**config.mk**
```make
export PLATFORM = sky130hd
export DESIGN_NAME = hash_vector_assembler
export DESIGN_NICKNAME = d
export VERILOG_FILES = /design/src/rtl/hash_vector_assembler.sv
export SDC_FILE = /design/constraint.sdc
export NUM_CORES = 1
export LEC_CHECK = 0
export CORE_AREA = 3 3 220 222
export DETAILED_ROUTE_END_ITERATION = 10
export DIE_AREA = 0 0 223 225
export PLACE_DENSITY = 0.64
export SETUP_SLACK_MARGIN = 0.3
export SLEW_MARGIN = 10
export SYNTH_ARGS = -nofsm -noshare
export SYNTH_HDL_FRONTEND = slang
export SYNTH_SLANG_ARGS = --single-unit
```
**constraint.sdc**
```tcl
create_clock -name clock -period 2.4 [get_ports clock]
set_clock_uncertainty 0.15 [all_clocks]
set_input_delay 0.24 -clock clock [delete_from_list [all_inputs] [get_ports clock]]
set_output_delay 0.24 -clock clock [all_outputs]
set_load 0.1 [all_outputs]
```
**src/rtl/hash_vector_assembler.sv**
```systemverilog
// hash_vector_assembler
//   Collects NUM_WORDS words of WORD_WIDTH bits into one flat hash vector under a
//   valid/ready handshake. It records which words were written and detects when the
//   vector is complete. It flags out-of-range or repeated addresses and holds the
//   result until the next start.
//   Optional feed-forward stage: define HASH_ASM_FEEDFWD_EN to add an ADD state that
//   sums each assembled word with the matching prev_vector word before DONE.
module hash_vector_assembler #(
    parameter int WORD_WIDTH  = 32,
    parameter int NUM_WORDS   = 8,
    parameter bit BIT_REVERSE = 1'b1,
    localparam int VW = NUM_WORDS * WORD_WIDTH,
    localparam int AW = ($clog2(NUM_WORDS + 1) > 1) ? $clog2(NUM_WORDS + 1) : 1
) (
    input  logic                  clock,
    input  logic                  reset,
    input  logic                  start,
    input  logic                  init_sel,
    input  logic [VW-1:0]         prev_vector,
    input  logic                  in_valid,
    output logic                  in_ready,
    input  logic [AW-1:0]         in_addr,
    input  logic [WORD_WIDTH-1:0] in_data,
    input  logic                  in_last,
    output logic [NUM_WORDS-1:0]  word_mask,
    output logic                  busy,
    output logic                  done,
    output logic                  error,
    output logic [VW-1:0]         hash_vector
);

`ifdef HASH_ASM_FEEDFWD_EN
    typedef enum logic [1:0] {S_IDLE = 2'd0, S_FILL = 2'd1, S_ADD = 2'd2, S_DONE = 2'd3} state_t;
`else
    typedef enum logic [1:0] {S_IDLE = 2'd0, S_FILL = 2'd1, S_DONE = 2'd3} state_t;
`endif

    state_t                 state_q;
    logic [VW-1:0]          hash_q;
    logic [NUM_WORDS-1:0]   mask_q;
    logic                   ready_q;
    logic                   busy_q;
    logic                   done_q;
    logic                   error_q;

    logic                   accept;
    logic                   in_range;
    logic                   dup;
    logic                   complete;
    logic [NUM_WORDS-1:0]   onehot;
    logic [NUM_WORDS-1:0]   next_mask;
    logic [WORD_WIDTH-1:0]  wr_word;
    logic [VW-1:0]          written_vector;

    assign accept    = in_valid & ready_q;
    assign in_range  = (in_addr < AW'(NUM_WORDS));
    // Out-of-range addresses shift the single bit past the top, leaving onehot zero.
    assign onehot    = NUM_WORDS'(1) << in_addr;
    assign dup       = |(mask_q & onehot);
    assign next_mask = mask_q | onehot;
    assign complete  = in_last | (&next_mask);

    // Incoming word in storage bit order (optionally mirrored).
    always_comb begin
        // NOTE: every always_comb output gets a default first so no path leaves it unassigned (no latch).
        wr_word = in_data;
        if (BIT_REVERSE) begin
            for (int b = 0; b < WORD_WIDTH; b++) begin
                wr_word[b] = in_data[WORD_WIDTH-1-b];
            end
        end
    end

    // Current vector with the addressed word replaced; unchanged for bad addresses.
    always_comb begin
        written_vector = hash_q;
        for (int k = 0; k < NUM_WORDS; k++) begin
            if (onehot[k]) begin
                written_vector[k*WORD_WIDTH +: WORD_WIDTH] = wr_word;
            end
        end
    end

`ifdef HASH_ASM_FEEDFWD_EN
    logic [VW-1:0] sum_vector;

    // Word-wise feed-forward sum; carries never cross a word boundary.
    always_comb begin
        sum_vector = '0;
        for (int k = 0; k < NUM_WORDS; k++) begin
            sum_vector[k*WORD_WIDTH +: WORD_WIDTH] = hash_q[k*WORD_WIDTH +: WORD_WIDTH]
                                                   + prev_vector[k*WORD_WIDTH +: WORD_WIDTH];
        end
    end
`endif

    // Control FSM with registered handshake/status outputs and the vector storage.
    always_ff @(posedge clock) begin
        // NOTE: state is updated with non-blocking assignments so every register samples pre-edge values.
        if (reset) begin
            state_q <= S_IDLE;
            hash_q  <= '0;
            mask_q  <= '0;
            ready_q <= 1'b0;
            busy_q  <= 1'b0;
            done_q  <= 1'b0;
            error_q <= 1'b0;
        end else begin
            case (state_q)
                S_IDLE, S_DONE: begin
                    if (start) begin
                        hash_q  <= init_sel ? prev_vector : '0;
                        mask_q  <= '0;
                        error_q <= 1'b0;
                        done_q  <= 1'b0;
                        ready_q <= 1'b1;
                        busy_q  <= 1'b1;
                        state_q <= S_FILL;
                    end
                end
                S_FILL: begin
                    if (accept) begin
                        hash_q <= written_vector;
                        mask_q <= next_mask;
                        if (!in_range || dup) begin
                            error_q <= 1'b1;
                        end
                        if (complete) begin
                            ready_q <= 1'b0;
`ifdef HASH_ASM_FEEDFWD_EN
                            state_q <= S_ADD;
`else
                            busy_q  <= 1'b0;
                            done_q  <= 1'b1;
                            state_q <= S_DONE;
`endif
                        end
                    end
                end
`ifdef HASH_ASM_FEEDFWD_EN
                S_ADD: begin
                    hash_q  <= sum_vector;
                    busy_q  <= 1'b0;
                    done_q  <= 1'b1;
                    state_q <= S_DONE;
                end
`endif
                default: begin
                    state_q <= S_IDLE;
                    ready_q <= 1'b0;
                    busy_q  <= 1'b0;
                end
            endcase
        end
    end

    assign in_ready    = ready_q;
    assign busy        = busy_q;
    assign done        = done_q;
    assign error       = error_q;
    assign word_mask   = mask_q;
    assign hash_vector = hash_q;

endmodule

```
==> results by stage, run 1 <==
Die:
- 566 I/O pins were placed.
- The die covers 50200 sq um.
- The starting utilization of the core area is 25.6%.
- The horizontal extent of the die is 223 um.
- The total number of placement rows is 79.
- In this run the standard cell core region covers 46600 sq um.
- The die is 225 um tall.

CTS:
- The clock latency reported for the late side of the worst-skew pair is 520 ps.
- After clock tree synthesis, the clock-pin slew on the worst setup and hold paths is 50 ps.
- The TritonCTS clock tree is built.
- The number of sinks handled by clock tree synthesis is 269.
- The cts-stage hold buffer count is 0.
- The clock tree buffer depth is 3.
- The number of levels the H-tree was split into is 2.
- The root buffer cell chosen for the clock tree is sky130_fd_sc_hd__clkbuf_16.
- The number of buffers created by CTS is 34.

Outcome:
- The run finished with clean final reports.

Synthesis:
- The area of the mapped netlist is 11900 sq um.
- For this run, the number of Yosys warnings is 0.
- Counting flops and latches in the post-synthesis netlist gives 269.
- The netlist uses 39 different library cells.
- The fraction of the yosys area taken by sequential cells is 45.2%.
- The mean post-synth cell area is 9.06 sq um.
- The net count after synthesis is 1616.
- The number of instances in the synthesized netlist is 1316.
- The synthesized design devotes to its leading area cell type 45.2% of total area.
- The cell taking the most area after synthesis is sky130_fd_sc_hd__dfxtp_1.
- Yosys attributes the largest share of cell area to sky130_fd_sc_hd__dfxtp_1, sky130_fd_sc_hd__a211oi_2, sky130_fd_sc_hd__a21oi_1.

Worst hold path:
- The path category of the worst min-delay check is in -> reg.

GRT:
- The first global-routing pass estimated 83700 um of wire.
- The total congestion overflow is 0.
- The via count of the first global-routing pass came to 12804.
- The number of antenna violations at the first check in global routing is 3.
- Global routing used 22.1% of the available tracks across all layers.
- Entering global routing, the biggest net connects 60 pins.

Detailed routing:
- After detailed routing, the average wire length per cell comes to 25.7 um.
- In the routed design, unresolved DRC markers number 0.
- The number of antenna-violating nets in the routed design is 0.
- The routed design has 67600 um of wire.
- The via total after detailed routing is 13680.
- The via density per instance is 5.20.
- For this block, the initial DRC count from the detailed router was 958.
- For this run, the detailed router's first-pass iteration total came to 5.

Layout:
- The final cell count without fillers is 2629.
- The number of nets in the layout is 2296.
- The post-synthesis to final-layout area growth is 84.5%.
- The share of the core filled with cells is 47.2%.
- Of the cells placed in the final design, the portion with a size suffix greater than 1 is 42.2%.

STA:
- The relative slew slack is 58.1%.
- Subtracting the final worst setup slack from the clock period gives 2200 ps.
- Setup violations remaining at the end of the flow were counted as 0.
- The slew at the pin closest to its max-slew limit is 629 ps.
- Timing would allow up to 0.455 GHz.
- The final max-slew violation count came to 0.
- The total negative slack is 0 ps.
- The final hold violation count came to 0.
- The share of the cycle needed by the critical path after routing is 91.6%.
- Setup slack on the critical path of the routed design comes to 202 ps.
- Setup repair after global routing could not meet its margin everywhere.

Place:
- The number of placed instances, taps included, is 2456.
- The setup slack after placement is -267 ps.
- The detailed placement HPWL is 41200 um.
- The total of buffers placed on input and output ports is 565.
- The final weighted congestion in routability-driven placement is 0.872.

Worst setup path:
- The critical path data arrival time is 2480 ps.
- The required time at the worst-slack endpoint is 2680 ps.
- The endpoint type of the worst setup path is a flop.
- The kind of launch point of the worst setup path is a flop.
- The maximum fanout along the worst path is 10.
- The critical path is of the reg -> reg type.

Run:
- The count of maximum capacitance violations is 0.
[cells in the mapped netlist, drive strengths merged]
master	n
nand2b	2
mux2	2
buf	90
nor3b	1
ha	2
a22o	2
a21oi	266
a211oi	256
nor2b	2
inv	6
a2111oi	1
dfxtp	269
mux2i	3
o21ai	5
nand3	3
nand2	7
or2	1
a22oi	2
and2	32
nand4	3
a31oi	3
nor4b	3
nand3b	1
nor4	2
a21o	1
o21a	5
o21bai	2
clkbuf	61
nor4bb	1
a311oi	1
nor2	281
[stage by stage]
stage	area (sq um)	hold WS [ps]
6_report	22000	45.1
5_1_grt	22000	56.0
4_1_cts	20200	47.3
3_5_place_dp	18200	330
3_3_place_gp	18200	328
2_1_floorplan	12000	299
[layout make-up]
cell class,instances,area [sq um]
Clock inverter,11,115
Multi-Input combinational cell,890,6390
Clock buffer,49,988
Sequential cell,269,5400
Tap cell,607,759
Timing Repair Buffer,795,8300
Inverter,6,26.3
Fill cell,4362,24600
Antenna cell,2,5.00
[worst paths after layout]
kind	endpoint	cells past startpoint	slack, ps	from
worst max register to register	hash_vector[93]	10	200	state_q[0]
worst max-delay path	hash_vector[93]	10	200	state_q[0]
worst min-delay path	hash_vector[222]	2	50	reset
worst min register to register	word_mask[3]	2	340	word_mask[3]
[flip-flops by register name, summed over array words and instances, names as in the netlist]
name,flops
hash_vector,256
word_mask,8
state_q,2
busy,1
done,1
error,1
[worst max-delay path: stages (launching register included)]
cell	delay, ps
sky130_fd_sc_hd__dfxtp_2	340
sky130_fd_sc_hd__inv_2	50
sky130_fd_sc_hd__ha_4	210
sky130_fd_sc_hd__a22o_1	230
sky130_fd_sc_hd__o21bai_4	210
sky130_fd_sc_hd__buf_4	180
sky130_fd_sc_hd__nor2_8	160
sky130_fd_sc_hd__buf_12	140
sky130_fd_sc_hd__clkbuf_16	170
sky130_fd_sc_hd__nor2_1	50
sky130_fd_sc_hd__a211oi_1	200
[per-layer routing]
metal | share of wire [%] | GRT usage (%) | wire, um
met5 | 0.044 | 0 | 30
met4 | 4.0 | 8.14 | 2740
met2 | 47 | 36.7 | 32000
met1 | 39 | 26.6 | 26500
met3 | 9.5 | 7.49 | 6400
[cell usage in the layout (no fill, tap or decap), types with 3 or more instances in the layout]
cell / count
sky130_fd_sc_hd__a211oi_1: 37
sky130_fd_sc_hd__a211oi_2: 218
sky130_fd_sc_hd__a21oi_1: 260
sky130_fd_sc_hd__a21oi_4: 5
sky130_fd_sc_hd__a31oi_1: 3
sky130_fd_sc_hd__and2_1: 29
sky130_fd_sc_hd__and2_2: 3
sky130_fd_sc_hd__buf_12: 48
sky130_fd_sc_hd__buf_16: 15
sky130_fd_sc_hd__buf_4: 374
sky130_fd_sc_hd__buf_6: 22
sky130_fd_sc_hd__buf_8: 10
sky130_fd_sc_hd__clkbuf_1: 8
sky130_fd_sc_hd__clkbuf_16: 64
sky130_fd_sc_hd__clkbuf_8: 6
sky130_fd_sc_hd__clkdlybuf4s50_1: 296
sky130_fd_sc_hd__clkinv_2: 6
sky130_fd_sc_hd__dfxtp_1: 258
sky130_fd_sc_hd__dfxtp_2: 10
sky130_fd_sc_hd__inv_1: 3
sky130_fd_sc_hd__mux2i_1: 3
sky130_fd_sc_hd__nand2_1: 7
sky130_fd_sc_hd__nand3_1: 3
sky130_fd_sc_hd__nand4_1: 3
sky130_fd_sc_hd__nor2_1: 232
sky130_fd_sc_hd__nor2_2: 27
sky130_fd_sc_hd__nor2_4: 19
sky130_fd_sc_hd__nor2_8: 3
sky130_fd_sc_hd__o21a_1: 5
sky130_fd_sc_hd__o21ai_0: 5
[cell families (layout without fill, tap and decap cells)]
logic type	count (synthesis)	after routing	share of synthesized area (%)
buffers and inverters	157	861	6.88
DFF	269	269	45.2
and+or+nand+nor	339	339	12.3
muxes	5	5	0.441
adders and majority gates	2	2	0.210
other	0	2	0
AOI/OAI and AO/OA	544	544	34.9
[repair_timing]
item / CTS / global route
gates cloned: 13 / 39
buffers inserted: 27 / 32
hold endpoints to repair: 0 / 0
gates resized for setup: 63 / 156
setup endpoints to repair: 264 / 262
pin swaps: 28 / 43
Power of run 1 is not shown: default switching activity piles up to over one toggle a cycle in this logic, so the estimate is an artifact.
==> run 2, diff against run 1 <==
CORE_AREA = 2 2 219 221   (was 3 3 220 222)
DIE_AREA = 0 0 221 223   (was 0 0 223 225)
SETUP_SLACK_MARGIN = 0.2   (was 0.3)
==> run 2 against run 1 <==
Compared with the run above:
- register-to-register slack is essentially flat
- hold slack gained 110 ps
- die area shrank 1.8%
- flip-flop and latch count is the same
- clock-buffer cell count shrank 5
- first-iteration DRC count grew 7.3%
- sequential share of layout area grew 1.0 points
- critical endpoint is now hash_vector[124]
- global-route usage grew 0.19 points
- utilization shrank 2.5 points
- non-clock buffer count shrank 36
- routed wire length shrank 3.2%
==> results by stage, run 2 (synthesis gave the netlist of run 1 again) <==
Outcome:
- The flow ran to the end, and the final reports show no timing, DRC or antenna violations.

Layout:
- Once layout is complete, the utilization of the core stands at 44.8%.
- In the final layout, the share of cells above drive strength 1 is 38.1%.
- The post-synthesis to final-layout area growth is 77.1%.
- The library cell used most frequently in the layout, excluding fill and tap cells, is sky130_fd_sc_hd__buf_4.
- In the layout the commonest cells are sky130_fd_sc_hd__buf_4, sky130_fd_sc_hd__clkdlybuf4s50_1, sky130_fd_sc_hd__a21oi_1, sky130_fd_sc_hd__dfxtp_1, sky130_fd_sc_hd__nor2_1.
- The register with the most flip-flops in the layout has 256 of them.
- The number of nets in the layout is 2257.

CTS:
- The tree built by TritonCTS fans out to 269 sinks.
- The clock tree buffer depth is 3.
- The later pin in the worst-skew pair is clocked with a latency of 570 ps.
- Clock-pin slew was measured on the worst setup and hold paths at 60 ps.
- The number of buffers created by CTS is 31.
- In this run the number of H-tree levels came out at 1.
- TritonCTS built the clock tree.
- CTS placed an instance of sky130_fd_sc_hd__clkbuf_16 at the clock tree root.

Worst setup path:
- In this run the register-to-register setup slack is 190 ps.
- Data on the critical path is required at its endpoint by 2740 ps.
- The critical path data arrival time is 2550 ps.
- The critical path is of the reg -> reg type.
- The worst setup path is launched from a flop.
- The most numerous cell type found on the critical path is sky130_fd_sc_hd__buf_12.
- The delay of the slowest critical-path stage is 360 ps.
- The critical path contains buffers and inverters numbering 4 combined.
- Among all stages on the critical path, the largest delay is contributed by sky130_fd_sc_hd__dfxtp_2.
- The cell type group with the largest total delay on the critical path is compound AO/OA/AOI/OAI gates.
- The critical path goes through inv_2 > ha_4 > a22o_1 > o21bai_4 > buf_12 > a21oi_4 > buf_12 > clkbuf_16 > nor2_1 > a211oi_2.
- The worst setup path is captured at a flop.
- The maximum fanout along the worst path is 6.

Die:
- The die is 221 um wide.
- For this design the top-level I/O count stands at 566.
- The floorplan step defined a die boundary enclosing 49300 sq um.
- The area of the placeable core is 47100 sq um.
- For this configuration, the core starts out at a cell density of 25.3%.
- The floorplan step set the die height to 223 um.
- The total number of placement rows is 80.

Place:
- Routability-driven placement finished with a final weighted congestion of 0.875.
- The detailed placement HPWL is 39600 um.
- In this run the tool buffered the top-level ports with 565 buffer cells.

STA:
- The clock period minus worst slack is 2210 ps.
- Setup violations remaining at the end of the flow were counted as 0.
- Derived from the worst setup path, the maximum achievable clock frequency is 0.453 GHz.
- The relative slew slack is 54.7%.
- Dividing the final minimum period by the clock period gives 92.0%.
- For the pin with the worst max-slew slack, the measured transition is 679 ps.
- The final max-slew violation count is 0.
- Setup repair after global routing could not meet its margin everywhere.
- The final hold violation count is 0.

Detailed routing:
- The count of nets left with antenna violations once routing finished came out at 0.
- The via total after detailed routing is 13501.
- The number of iterations in the first detailed-routing pass is 7.
- The average detailed-routed wire length per instance is 25.2 um.
- The detailed router finished its first iteration with 1028 violations.
- The routed wire length is 65400 um.
- The number of DRC violations after detailed routing is 0.
- The via density per instance is 5.20.

GRT:
- The overall track demand over capacity in global routing is 22.3%.
- The first global-routing pass estimated 83700 um of wire.
- The via count of the first global-routing pass is 13048.
- The number of antenna violations at the first check in global routing is 5.
- Entering global routing, the biggest net connects 71 pins.
- For this run the aggregate overflow at the end of global routing stands at 0.

Run:
- Max-cap violations in this run came to 0.

Worst hold path:
- The path category of the worst min-delay check is in -> reg.
## run 2: changes by cell type in the layout (fill, tap and decap cells not counted), sizes merged
cell	before	now
inv	7	6
clkbuf	78	69
clkinvlp	2	1
dlygate4sd3	0	1
buf	469	436
clkinv	6	7
bufinv	2	1
## run 2: per-stage QoR
step	setup slack [ps]	instance area, sq um	hold slack, ps	std cells	TNS [ps]
finish	193	21100	156	2594	0
global route	123	21100	167	2594	0
CTS	156	19700	132	2540	0
detailed placement	-108	18000	342	2453	-493
global placement	-166	18000	326	2453	-699
floorplan	213	11900	299	1316	0
## run 2: layout make-up
type,count,area [sq um]
fill,4501,26000
timing repair buffer,759,7800
multi-input combinational,890,6140
sequential,269,5400
clock buffer,44,895
tap,615,769
clock inverter,9,75.1
inverter,6,26.3
antenna,2,5.00
## run 2: final timing paths
kind / startpoint / to / cells after the start
setup reg to reg: state_q[0] / hash_vector[124] / 10
setup / recovery: state_q[0] / hash_vector[124] / 10
hold / removal: prev_vector[69] / hash_vector[69] / 3
hold reg to reg: hash_vector[25] / hash_vector[25] / 2
## run 2: tightest hold or removal path, cell delays in order
cell                              delay (ps)
sky130_fd_sc_hd__clkdlybuf4s50_1         390
sky130_fd_sc_hd__a21oi_1                 120
sky130_fd_sc_hd__a211oi_1                 70
## run 2: timing repair
item	4_1_cts	5_1_grt
buffers inserted	18	21
resized for setup	39	121
endpoints found under the hold margin	1	0
hold buffers	1	0
pin swaps	4	107
gates cloned	15	31
endpoints found under the setup margin	240	250
## run 2: routing by layer
| layer | vias to the layer above | part of all wire, % | global-route usage (%) |
|---|---|---|---|
| li1 | 6004 | - | - |
| met2 | 765 | 47 | 36.6 |
| met4 | 2 | 3.7 | 8.64 |
| met1 | 6572 | 41 | 27.9 |
| met5 | - | 0.020 | 0 |
| met3 | 158 | 8.7 | 5.86 |
Power of run 2 is left out for the same reason.
==> run 3, diff against run 2 <==
SETUP_SLACK_MARGIN = unset   (was 0.2)
SLEW_MARGIN = 0   (was 10)
==> run 3 against run 2 <==
Compared with the run above:
- routed wire length is 17% lower
- critical endpoint is now hash_vector[120]
- sequential share of layout area is 2.2 points higher
- setup slack lost 110 ps
==> results by stage, run 3 (synthesis gave the netlist of run 1 again) <==
Run:
- The tool flagged a number of max-cap violations equal to 0.

Die:
- The height of the die is 223 um.
- The starting utilization of the core area is 25.3%.
- From left edge to right edge, the die measures 221 um.
- The total number of placement rows is 80.
- In this run the standard cell core region covers 47100 sq um.
- In this run the count of I/O pins placed on the die edge is 566.
- The die covers 49300 sq um.

CTS:
- The number of levels the H-tree was split into is 2.
- TritonCTS created 34 clock buffers.
- The later pin in the worst-skew pair is clocked with a latency of 520 ps.
- Counting along the longest clock path gives a buffer depth of 3.
- The tree built by TritonCTS fans out to 269 sinks.
- The clock-pin slew on the worst setup and hold paths is 60 ps.
- The cts-stage hold buffer count is 0.
- The clock tree root driver cell is sky130_fd_sc_hd__clkbuf_16.
- TritonCTS built the clock tree.

STA:
- At the pin with the least slew margin, the transition time is 674 ps.
- Setup violations remaining at the end of the flow were counted as 0.
- The final critical path takes up 96.4% of the cycle.
- For the final routed database, the setup TNS stands at 0 ps.
- The relative slew slack is 55.0%.
- The final max-slew violation count came to 0.
- The final hold violation count was 0.
- The clock period minus worst slack is 2310 ps.
- Timing would allow up to 0.432 GHz.
- Setup repair after global routing left no endpoint under its margin.

Layout:
- Compared with the post-synthesis result, the final layout area differs by 62.5%.
- Leaving out filler cells and counting taps, the final layout contains 2514.
- The most frequent standard cell in the layout excluding fill and tap cells is sky130_fd_sc_hd__buf_4.
- Cells with a size suffix above 1 make up 31.3% of the layout.
- The number of nets in the layout is 2175.
- The register with the most flip-flops in the layout has 256 of them.
- The library cells used most frequently in the layout, excluding fill and tap cells, are sky130_fd_sc_hd__buf_4, sky130_fd_sc_hd__clkdlybuf4s50_1, sky130_fd_sc_hd__nor2_1, sky130_fd_sc_hd__dfxtp_1, sky130_fd_sc_hd__a21oi_1.
- The filler cells instantiated in the layout total 4623.

Worst setup path:
- The number of buffers and inverters on the critical path is 4.
- The kind of launch point of the worst setup path is a flop.
- At the worst endpoint, the arrival time is 2540 ps.
- For this design, the slowest cell found on the critical path is sky130_fd_sc_hd__dfxtp_2.
- The setup path with the least slack is of type reg -> reg.
- The signal on the critical path passes through inv_1 > ha_1 > a22o_1 > o21bai_2 > buf_12 > a21oi_4 > buf_4 > clkbuf_16 > a211oi_2.
- Along the worst path, the maximum fanout reaches 20.
- The required time at the worst-slack endpoint is 2630 ps.
- STA classifies the critical path endpoint as a flop.
- The cell type group with the largest total delay on the critical path is compound AO/OA/AOI/OAI gates.
- The delay of the slowest critical-path stage is 330 ps.

Detailed routing:
- The number of antenna-violating nets in the routed design is 0.
- The first routing iteration left 846 violations.
- Across all layers, the routed design uses 12392 vias.
- The routed wire length is 54000 um.
- The average detailed-routed wire length per instance is 21.5 um.
- For this run, design rule violations remaining after detail routing come to 0.
- The via density per instance is 4.93.
- The number of iterations in the first detailed-routing pass is 5.

GRT:
- The number of antenna violations at the first check in global routing was 2.
- Global routing used 20.2% of the available tracks.
- The first global-routing pass estimated 76000 um of wire.
- The via count of the first global-routing pass is 12071.
- The pin count of the biggest net entering global routing is 92.
- The total congestion overflow is 0.

Place:
- In this run the tool buffered the top-level ports with 565 buffer cells.
- Including well taps, the total number of placed cells is 2439.
- The final weighted congestion in routability-driven placement is 0.873.
- The detailed placement HPWL is 39300 um.

Worst hold path:
- The path category of the worst min-delay check is in -> reg.

Outcome:
- The run finished with clean final reports.
run 3: cell count changes in the layout (fill, tap and decap cells not counted), moves of 6 or more:
cell	delta
sky130_fd_sc_hd__dfxtp_1	+7
sky130_fd_sc_hd__clkbuf_16	-13
sky130_fd_sc_hd__nor2_1	+35
sky130_fd_sc_hd__dfxtp_2	-6
sky130_fd_sc_hd__buf_6	-6
sky130_fd_sc_hd__a211oi_1	+38
sky130_fd_sc_hd__buf_16	-19
sky130_fd_sc_hd__a211oi_2	-38
sky130_fd_sc_hd__buf_4	-29
sky130_fd_sc_hd__nor2_4	-18
sky130_fd_sc_hd__nor2_2	-17
run 3: worst paths after layout:
check / start / to / slack (ps) / depth (start not counted)
min: reset / hash_vector[5] / 80 / 2
max reg2reg: state_q[0] / hash_vector[120] / 90 / 9
max: state_q[0] / hash_vector[120] / 90 / 9
min reg2reg: done / done / 350 / 1
run 3: final cells by class:
class                           instances  area [sq um]  area share (%)
Timing Repair Buffer                  674          6300            32.5
Multi-Input combinational cell        890          5740            29.7
Sequential cell                       269          5390            27.8
Clock buffer                           50          1060            5.50
Tap cell                              615           769            3.97
Clock inverter                          9          78.8           0.407
Inverter                                6          22.5           0.116
Antenna cell                            1          2.50          0.0129
run 3: layer usage:
metal | track usage [%] | routed length, um | vias up
met1 | 25.3 | 22600 | 5919
met5 | 0 | 0 | -
met4 | 6.49 | 1410 | 0
met3 | 5.29 | 4100 | 78
met2 | 33.9 | 26000 | 573
li1 | - | - | 5822
run 3: per-stage QoR:
stage / worst slack (ps) / util, % / instance area, sq um / hold slack (ps)
after global placement: -147 / 38.1 / 18000 / 331
final: 86.3 / 41.1 / 19400 / 80.7
after global routing: 3.91 / 41.1 / 19400 / 72.0
after floorplan: 146 / - / 11900 / 299
after detailed placement: -162 / 38.1 / 18000 / 333
after CTS: 44.6 / 40.5 / 19100 / 63.9
run 3: timing repair:
item,4_1_cts,5_1_grt
gates resized for setup,0,8
setup buffers,0,9
endpoints found under the setup margin,0,67
Power of run 3 is left out for the same reason.
